--- config.mk ---
export PLATFORM = sky130hd
export DESIGN_NAME = seq_fsm_detect_sched
export DESIGN_NICKNAME = d
export VERILOG_FILES = /design/src/rtl/seq_fsm_detect_sched.sv
export SDC_FILE = /design/constraint.sdc
export NUM_CORES = 1
export LEC_CHECK = 0
export CAP_MARGIN = 10
export CORE_AREA = 10 10 47 49
export DETAILED_ROUTE_END_ITERATION = 8
export DIE_AREA = 0 0 57 59
export PLACE_DENSITY = 0.68
export SYNTH_ARGS = -nofsm -noshare
export SYNTH_HDL_FRONTEND = slang
export SYNTH_SLANG_ARGS = --single-unit
--- constraint.sdc ---
create_clock -name clk -period 3.6 [get_ports clk]
set_clock_uncertainty 0.15 [all_clocks]
set_input_delay 0.72 -clock clk [delete_from_list [all_inputs] [get_ports clk]]
set_output_delay 0.72 -clock clk [all_outputs]
set_load 0.01 [all_outputs]
--- src/rtl/seq_fsm_detect_sched.sv ---
//------------------------------------------------------------------------------
// Module      : seq_fsm_detect_sched
// Description : One Mealy sequence detector shared between two requesters.
//               A round-robin arbiter grants one requester per cycle. The
//               detector runs on that requester's saved 2-bit context, and
//               the result comes out registered one cycle later, tagged with
//               the owner's index.
//               Optional: define SEQ_FSM_SCHED_CNT_EN to add the per-requester
//               saturating counters cnt0/cnt1 of out=1 results.
// Revision    : 1.0 - initial release
//------------------------------------------------------------------------------
`default_nettype none

module seq_fsm_detect_sched #(
   parameter int NREQ = 2
) (
   input  logic       clk,
   input  logic       reset,
   input  logic       req0_val,
   input  logic       req1_val,
   input  logic       req0_in,
   input  logic       req1_in,
   output logic       req0_rdy,
   output logic       req1_rdy,
   input  logic       clr0,
   input  logic       clr1,
   output logic [1:0] state0,
   output logic [1:0] state1,
   output logic       out_val,
   output logic       out,
   output logic       out_id
`ifdef SEQ_FSM_SCHED_CNT_EN
   ,
   output logic [7:0] cnt0,
   output logic [7:0] cnt1
`endif
);

   localparam int ID_W = (NREQ > 1) ? $clog2(NREQ) : 1;

   localparam logic [1:0] ST_A = 2'd0;
   localparam logic [1:0] ST_B = 2'd1;
   localparam logic [1:0] ST_C = 2'd2;
   localparam logic [1:0] ST_D = 2'd3;

   logic [ID_W-1:0] ptr_q, ptr_d;
   logic [1:0]      state0_q, state0_d;
   logic [1:0]      state1_q, state1_d;
   logic            out_val_q, out_val_d;
   logic            out_q, out_d;
   logic            out_id_q, out_id_d;

   logic            gnt0, gnt1, xfer;
   logic [1:0]      cur_state, det_next;
   logic            cur_in, det_out;

   // Round-robin grant: lone requester wins, a tie goes to the pointer; nothing during reset
   always_comb begin
      gnt0 = 1'b0;
      gnt1 = 1'b0;
      if (!reset) begin
         if (req0_val && (!req1_val || ptr_q == '0)) begin
            gnt0 = 1'b1;
         end else if (req1_val && (!req0_val || ptr_q != '0)) begin
            gnt1 = 1'b1;
         end
      end
   end

   assign xfer      = gnt0 | gnt1;
   assign req0_rdy  = gnt0;
   assign req1_rdy  = gnt1;
   assign cur_state = gnt1 ? state1_q : state0_q;
   assign cur_in    = gnt1 ? req1_in  : req0_in;

   // Shared Mealy detector evaluated on the granted requester's context
   always_comb begin
      det_next = ST_A;
      det_out  = 1'b0;
      case (cur_state)
         ST_A: begin det_next = cur_in ? ST_B : ST_A; det_out =  cur_in; end
         ST_B: begin det_next = cur_in ? ST_B : ST_C; det_out = ~cur_in; end
         ST_C: begin det_next = cur_in ? ST_D : ST_A; det_out =  cur_in; end
         ST_D: begin det_next = cur_in ? ST_B : ST_C; det_out =  1'b0;   end
         default: begin det_next = ST_A; det_out = 1'b0; end
      endcase
   end

   // Next-state for contexts, pointer and result; clear beats a same-cycle transfer
   always_comb begin
      state0_d  = state0_q;
      state1_d  = state1_q;
      ptr_d     = ptr_q;
      out_val_d = xfer;
      out_d     = out_q;
      out_id_d  = out_id_q;
      if (clr0) begin
         state0_d = ST_A;
      end else if (gnt0) begin
         state0_d = det_next;
      end
      if (clr1) begin
         state1_d = ST_A;
      end else if (gnt1) begin
         state1_d = det_next;
      end
      if (xfer) begin
         // Pointer moves to the requester that did not just transfer
         ptr_d    = ID_W'(gnt0);
         out_d    = det_out;
         out_id_d = gnt1;
      end
   end

   // State registers with synchronous reset
   always_ff @(posedge clk) begin
      if (reset) begin
         ptr_q     <= '0;
         state0_q  <= ST_A;
         state1_q  <= ST_A;
         out_val_q <= 1'b0;
         out_q     <= 1'b0;
         out_id_q  <= 1'b0;
      end else begin
         ptr_q     <= ptr_d;
         state0_q  <= state0_d;
         state1_q  <= state1_d;
         out_val_q <= out_val_d;
         out_q     <= out_d;
         out_id_q  <= out_id_d;
      end
   end

   assign state0  = state0_q;
   assign state1  = state1_q;
   assign out_val = out_val_q;
   assign out     = out_q;
   assign out_id  = out_id_q;

`ifdef SEQ_FSM_SCHED_CNT_EN
   logic [7:0] cnt0_q, cnt0_d;
   logic [7:0] cnt1_q, cnt1_d;

   // Saturating count of out=1 results per requester; clear has priority
   always_comb begin
      cnt0_d = cnt0_q;
      cnt1_d = cnt1_q;
      if (clr0) begin
         cnt0_d = 8'd0;
      end else if (gnt0 && det_out && cnt0_q != 8'hFF) begin
         cnt0_d = cnt0_q + 8'd1;
      end
      if (clr1) begin
         cnt1_d = 8'd0;
      end else if (gnt1 && det_out && cnt1_q != 8'hFF) begin
         cnt1_d = cnt1_q + 8'd1;
      end
   end

   // Counter registers with synchronous reset
   always_ff @(posedge clk) begin
      if (reset) begin
         cnt0_q <= 8'd0;
         cnt1_q <= 8'd0;
      end else begin
         cnt0_q <= cnt0_d;
         cnt1_q <= cnt1_d;
      end
   end

   assign cnt0 = cnt0_q;
   assign cnt1 = cnt1_q;
`endif

endmodule

`default_nettype wire

[Word-level counts from Yosys, hierarchy flattened]
Index checks and enable logic that the tools add are counted.
Word-level totals
  output and inout port bits: 9
  flip-flop bits (word level): 8
  input port bits: 8
  logic and storage cells: 35
Operators by class
  equal/unequal tests: 3
  bitwise operators: 3
  mux-type cells: 12
  reductions and logical operators: 11
Operators by type and width (count)
  $reduce_or 2->1: 4
  $mux 1: 7
  $mux 2: 3
  $pmux 2 s3: 1
  $eq 2x2->1 const B: 2
  $pmux 1 s3: 1
  $eq 2x1->1 const B: 1
  $logic_and 1x1->1: 2
  $logic_not 1->1: 2
  $logic_not 2->1: 1
  $logic_or 1x1->1: 2
  $not 1->1: 2
  $or 1x1->1: 1

[Depth between registers and ports, before layout]
Gate-level depths: netlist (run 1).
  depth in word-level cells: 10
  gate-level depth with buffers: 3
  mapped depth without buffers: 3

[Worst setup path after synthesis (run 1)]
Ideal clock, no wire load.
  path kind: in2out
  start point: input req0_val
  end point: output req0_rdy
  stages: 2
  required time: 2.730 ns
  arrival time: 1.147 ns
  setup slack: 1.583 ns
  path buffers: 0
  cells stage by stage: a21bo_2 > nor2_1
On the way
  cells in the longest elaborated chain, start to end: 3
Ends and longest elaborated chain
  start: declaration: line 19  | input logic req0_val,
  $logic_and 1x1->1: line 62  | if (req0_val && (!req1_val || ptr_q == '0)) begin
  $mux 1: line 62
  $mux 1: line 61  | if (!reset) begin
  end: declaration: line 23  | output logic req0_rdy,
Every way passes these cells.

[Worst setup path in the final report (run 1)]
  start point: input req1_val
  end point: output req0_rdy
On the way
  cells in the longest elaborated chain, start to end: 5
Ends and longest elaborated chain
  start: declaration: line 20  | input logic req1_val,
  $logic_not 1->1: line 62
  $logic_or 1x1->1: line 62
  $logic_and 1x1->1: line 62
  $mux 1: line 62
  $mux 1: line 61
Every way passes these cells.

==> impl_metrics.json, run 1 <==
{
  "status": "finished, final reports clean",
  "diodes": 0,
  "clockBufferDepth": 2,
  "core-area_mm2": 0.001401,
  "die_area_mm2": 0.003363,
  "rsz0062_at_grt": "false",
  "area_delta_synth_final_pct": 55.26,
  "cts.sinks": 8,
  "multiInputGateArea_um2": 209.0,
  "hold_path.class": "flip-flop to flip-flop",
  "final.setup.tns_ns": 0,
  "avgSynthCellArea_um2": 9.056,
  "final_util": 0.4214,
  "die_x_um": 57,
  "die_y_um": 59,
  "max_freq_ghz": 0.3220,
  "grt_pass1_wl_um": 1807,
  "cp-end-kind": "primary output",
  "timing.critical_path.cells": "clkdlybuf4s50_1 -> a21bo_2 -> nor2_1 -> clkdlybuf4s50_1",
  "crit_required_ns": 2.73,
  "place.gp.congestion": 0.7531,
  "clk_latency_ns": 0.25,
  "ant_nets": 0,
  "seqCellArea_um2": 160.2,
  "yosys_warnings": 0,
  "cts_buffers": 3,
  "synth_cell_types": 25,
  "dp_cells": 75,
  "cp_slowest_stage_delay_ns": 0.56,
  "dp_hpwl_um": 786.4,
  "drt_wl_total_um": 981,
  "clkSlewWorstSetupHoldPaths_ns": 0.05,
  "setup.worst_path.end": "req0_rdy",
  "netlist_instances": 42,
  "max_cap_viol_count": 0,
  "ctsResizeCount": 0,
  "htreeDepth": 1,
  "fillers": 155,
  "path_common_cell": "clkdlybuf4s50_1",
  "vdd.ir_drop.worst_v": 0.0001931,
  "io_buffers": 16,
  "drive_above_1_share": 0.1290,
  "wl_per_cell_um": 12.58,
  "hold_violations": 0,
  "grt_overflow": 0,
  "place_ws_ns": 0.4857,
  "syn_nets": 50,
  "critical_path_peak_fanout": 6,
  "reg2reg_from": "ptr_q$_SDFFE_PP0P_",
  "worstMarginPinSlew_ns": 0.2629,
  "crit_slowest_cell": "clkdlybuf4s50_1",
  "synth-seq-area-share": 0.4211,
  "critPathLaunch": "req1_val",
  "crit_arrival_ns": 2.24,
  "cts_hold_buffers": 0,
  "synth_seq_cells": 8,
  "cellPowerDensity_mw_per_mm2": 343.5,
  "cts_tree": "done",
  "drt_iter0_drc": 4,
  "worst_r2r_endpoint": "state1[1]$_SDFFE_PP0N_",
  "synth_area_um2": 380.4,
  "io_pins": 17,
  "layoutNonFillerInstCount": 78,
  "cts-root-buf": "clkbuf_4",
  "postCtsSetupRepairBufs": 0,
  "finalCriticalPeriod_ns": 3.105,
  "setup_viol": 0,
  "grt_pass1_vias": 428,
  "post-route-period-util": 0.8626,
  "antenna_found_initial": 0,
  "grt_usage": 0.06802,
  "worst_slew_margin_rel": 0.8244,
  "viasPerCell": 4.731,
  "row_count": 14,
  "vias": 369,
  "nNetsFinal": 72,
  "drv_slew": 0,
  "regToRegSetupSlack_ns": 2.24,
  "ff2ff_path_depth": 3,
  "start_util": 0.2714,
  "grt_max_degree": 8,
  "worstSetupPathType": "input port to primary output",
  "route.detailed.drc": 0,
  "start_kind": "input port",
  "drt_pre_antenna_iters": 3,
  "setup_ws_ns": 0.4948,
  "p_leak_nw": 0.2290
}
## logic make-up after synthesis
group           count (synthesis)  share of synthesized area
buf+inv                         3                    0.02960
simple gates                   18                     0.2862
mux                             1                    0.02632
compound gates                 12                     0.2369
flops                           8                     0.4210
## Yosys cell counts
library cell	instances	share of area
inv_1	3	0.030
a21o_1	1	0.020
and3_1	1	0.016
nor3b_1	2	0.039
o31ai_1	1	0.020
a21oi_1	2	0.026
nand3b_1	1	0.020
nand2_1	1	0.0099
nor2_1	6	0.059
nor3_1	1	0.013
a211oi_1	1	0.020
a221o_1	1	0.026
o22ai_1	1	0.016
a31o_2	1	0.023
o2111ai_1	1	0.023
nand2b_4	1	0.036
or4b_1	1	0.026
dfxtp_1	8	0.42
o21ai_0	1	0.013
nor2b_1	2	0.033
mux2i_1	1	0.026
a21bo_2	1	0.026
or2_0	1	0.016
a221oi_1	1	0.023
or2_2	1	0.016
## worst max-delay path: cells and delay by family
family | cells | cell delay [ns]
AND/OR/NAND/NOR | 1 | 0.13
buffers and inverters | 2 | 1.08
AO/OA/AOI/OAI | 1 | 0.30
## flip-flops by register name, summed over array words and instances (netlist names)
| name | count |
|---|---|
| state0 | 2 |
| state1 | 2 |
| out | 1 |
| out_id | 1 |
| out_val | 1 |
| ptr_q | 1 |
## layout make-up
class	count	area share
clock buffers	3	0.03814
inverters	3	0.01907
multi-input cells	31	0.3538
flip-flops and latches	8	0.2712
well taps	16	0.03390
repair buffers	17	0.2839
## layer usage
metal / GRT usage / vias to the layer above / share of wire
met5: 0 / - / 0
met4: 0.02013 / 0 / 0.0051
met3: 0.06438 / 2 / 0.13
met2: 0.09767 / 14 / 0.43
met1: 0.06938 / 159 / 0.43
li1: - / 194 / -
## through the flow
| step | power, W | hold WS (ns) | area (um^2) |
|---|---|---|---|
| finish | 0.0002028 | 0.3339 | 590.6 |
| detailed placement | 0.0001371 | 0.3277 | 568.0 |
| floorplan | 0.0001136 | 0.3467 | 380.4 |
| CTS | 0.0002075 | 0.3407 | 590.6 |
| global route | 0.0002194 | 0.3575 | 590.6 |
| global placement | 0.0001369 | 0.3313 | 568.0 |
## report_power, final
part / switching [W] / leakage [nW] / internal, W
Clock: 0.0000297 / 0.0138 / 0.0000381
Combinational: 0.0000162 / 0.150 / 0.0000230
Sequential: 0.00000295 / 0.0657 / 0.0000929
## how the worst min path moves through the flow
stage | startpoint | to | slack (ns) | cells after the start
4_1_cts | out_id$_SDFFE_PP0P_ | out_id$_SDFFE_PP0P_ | 0.34 | 1
2_1_floorplan | state1[1]$_SDFFE_PP0N_ | state1[1]$_SDFFE_PP0N_ | 0.35 | 2
5_1_grt | state0[1]$_SDFFE_PP0P_ | state0[1]$_SDFFE_PP0P_ | 0.36 | 2
3_5_place_dp | out_id$_SDFFE_PP0P_ | out_id$_SDFFE_PP0P_ | 0.33 | 1
3_3_place_gp | state1[1]$_SDFFE_PP0N_ | state1[1]$_SDFFE_PP0N_ | 0.33 | 2
6_report | out_id$_SDFFE_PP0P_ | out_id$_SDFFE_PP0P_ | 0.33 | 1
## layout by cell type (no fill, tap or decap), drive strengths merged
master	synthesis	layout
a21oi	2	2
clkdlybuf4s50	0	16
a211oi	1	1
clkbuf	0	3
buf	0	1
dfxtp	8	8
and3	1	1
a21bo	1	1
o31ai	1	1
a221oi	1	1
nor3	1	1
nor2b	2	2
nand2	1	1
nand3b	1	1
a221o	1	1
o21ai	1	1
a31o	1	1
nand2b	1	1
or4b	1	1
a21o	1	1
mux2i	1	1
nor2	6	6
o2111ai	1	1
or2	2	2
inv	3	3
nor3b	2	2
o22ai	1	1
(Power assumes the default switching activity.)
==> run 2, diff against run 1 <==
- HOLD_SLACK_MARGIN: not set -> 0.15
- PLACE_DENSITY: 0.68 -> 0.71
- clock period: 3.6 -> 2.6 ns (I/O delays scaled with it)
==> impl_metrics.json, run 2 (same netlist as run 1, synthesis figures left out) <==
{
  "cellPowerDensity_mw_per_mm2": 454.6,
  "vdd.ir_drop.worst_v": 0.0002454,
  "regToRegSetupSlack_ns": 1.10,
  "final_util": 0.4545,
  "worst_r2r_endpoint": "state1[1]$_SDFFE_PP0N_",
  "grt_max_degree": 8,
  "grt_overflow": 0,
  "layout_common_cells": "clkdlybuf4s50_1, dfxtp_1, buf_4",
  "crit_required_ns": 1.93,
  "worstHoldPathCells": 2,
  "row_count": 14,
  "hold_path.class": "flip-flop to flip-flop",
  "reg2reg_from": "ptr_q$_SDFFE_PP0P_",
  "die_x_um": 57,
  "cp-end-kind": "primary output",
  "clk_latency_ns": 0.25,
  "grt_usage": 0.06886,
  "worstSetupPathType": "input port to primary output",
  "diodes": 0,
  "critPathLaunch": "req1_val",
  "cts-root-buf": "clkbuf_4",
  "htreeDepth": 1,
  "seqCellArea_um2": 160.2,
  "start_util": 0.2714,
  "io_buffers": 16,
  "grt_pass1_wl_um": 1807,
  "drive_above_1_share": 0.2059,
  "viasPerCell": 4.774,
  "setup_viol": 0,
  "finalCriticalPeriod_ns": 2.345,
  "crit_arrival_ns": 1.68,
  "p_leak_nw": 0.2771,
  "cts_tree": "done",
  "cts.sinks": 8,
  "route.detailed.drc": 0,
  "cts_hold_buffers": 0,
  "fillers": 147,
  "fin_total_pwr_w": 0.0002895,
  "final_common_cell": "clkdlybuf4s50_1",
  "place.gp.congestion": 0.7531,
  "clockBufferDepth": 2,
  "dp_hpwl_um": 875.3,
  "critical_path_peak_fanout": 3,
  "antenna_found_initial": 0,
  "drt_wl_total_um": 1085,
  "cts_buffers": 3,
  "drt_pre_antenna_iters": 2,
  "nNetsFinal": 78,
  "worstMarginPinSlew_ns": 0.2346,
  "io_pins": 17,
  "wl_per_cell_um": 12.92,
  "ant_nets": 0,
  "grt_pass1_vias": 439,
  "status": "finished, final reports clean",
  "post-route-period-util": 0.9019,
  "die_area_mm2": 0.003363,
  "drv_slew": 0,
  "multiInputGateArea_um2": 209.0,
  "area_delta_synth_final_pct": 67.43,
  "rsz0062_at_grt": "false",
  "max_cap_viol_count": 0,
  "ff2ff_path_depth": 4,
  "max_freq_ghz": 0.4264,
  "setup.worst_path.end": "req0_rdy",
  "vias": 401,
  "die_y_um": 59,
  "drt_iter0_drc": 4,
  "clkSlewWorstSetupHoldPaths_ns": 0.05,
  "worst_slew_margin_rel": 0.8436,
  "hold_violations": 0,
  "start_kind": "input port",
  "core-area_mm2": 0.001401
}
-- run 2: changes by cell type in the layout (fill, tap and decap cells not counted) --
cell,before,now
buf_4,1,7
clkdlybuf4s50_1,16,14
dlygate4sd2_1,0,1
dlymetal6s2s_1,0,1
-- run 2: worst min-delay path by stage --
| stage | startpoint | to |
|---|---|---|
| 2_1_floorplan | state1[1]$_SDFFE_PP0N_ | state1[1]$_SDFFE_PP0N_ |
| 5_1_grt | state1[1]$_SDFFE_PP0N_ | state1[1]$_SDFFE_PP0N_ |
| 4_1_cts | state1[1]$_SDFFE_PP0N_ | state1[1]$_SDFFE_PP0N_ |
| 3_5_place_dp | out_id$_SDFFE_PP0P_ | out_id$_SDFFE_PP0P_ |
| 6_report | state1[1]$_SDFFE_PP0N_ | state1[1]$_SDFFE_PP0N_ |
| 3_3_place_gp | state0[1]$_SDFFE_PP0P_ | state0[1]$_SDFFE_PP0P_ |
-- run 2: repair_timing --
action                                  in CTS  in global routing
gates resized for setup                      1                  1
endpoints found under the setup margin       1                  1
buffers inserted                             0                  0
-- run 2: metal layers --
metal  wire length (um)  up-vias  part of all wire  track usage
met3                125        2              0.12      0.06438
met4                 11        0             0.010      0.03691
li1                   -      210                 -            -
met2                508       15              0.47      0.09922
met1                439      174              0.40      0.06452
met5                  0        -                 0            0
-- run 2: critical path: stages --
cell and delay (ns):
clkdlybuf4s50_1 0.48, a21bo_2 0.25, nor2_1 0.13, dlygate4sd2_1 0.29
-- run 2: cell type report --
| cell class | instances | share of cell area |
|---|---|---|
| Sequential cell | 8 | 0.2515 |
| Clock buffer | 3 | 0.03536 |
| Multi-Input combinational cell | 31 | 0.3281 |
| Tap cell | 16 | 0.03143 |
| Inverter | 3 | 0.01768 |
| Timing Repair Buffer | 23 | 0.3360 |
-- run 2: power breakdown --
group	internal [W]	switching, W
clock network	0.0000528	0.0000421
registers	0.000129	0.00000433
logic	0.0000374	0.0000243
-- run 2: metrics by stage --
step                 TNS (ns)  setup slack (ns)  instance area [um^2]  std cells  hold WS (ns)
CTS                         0           0.02919                 634.4         84        0.3407
global placement    -0.002095         -0.002095                 613.1         81        0.3232
detailed placement   -0.02144          -0.02144                 613.1         81        0.3297
floorplan                   0            0.9826                 380.4         42        0.3467
global route                0            0.1832                 636.9         84        0.3665
finish                      0            0.2550                 636.9         84        0.3342
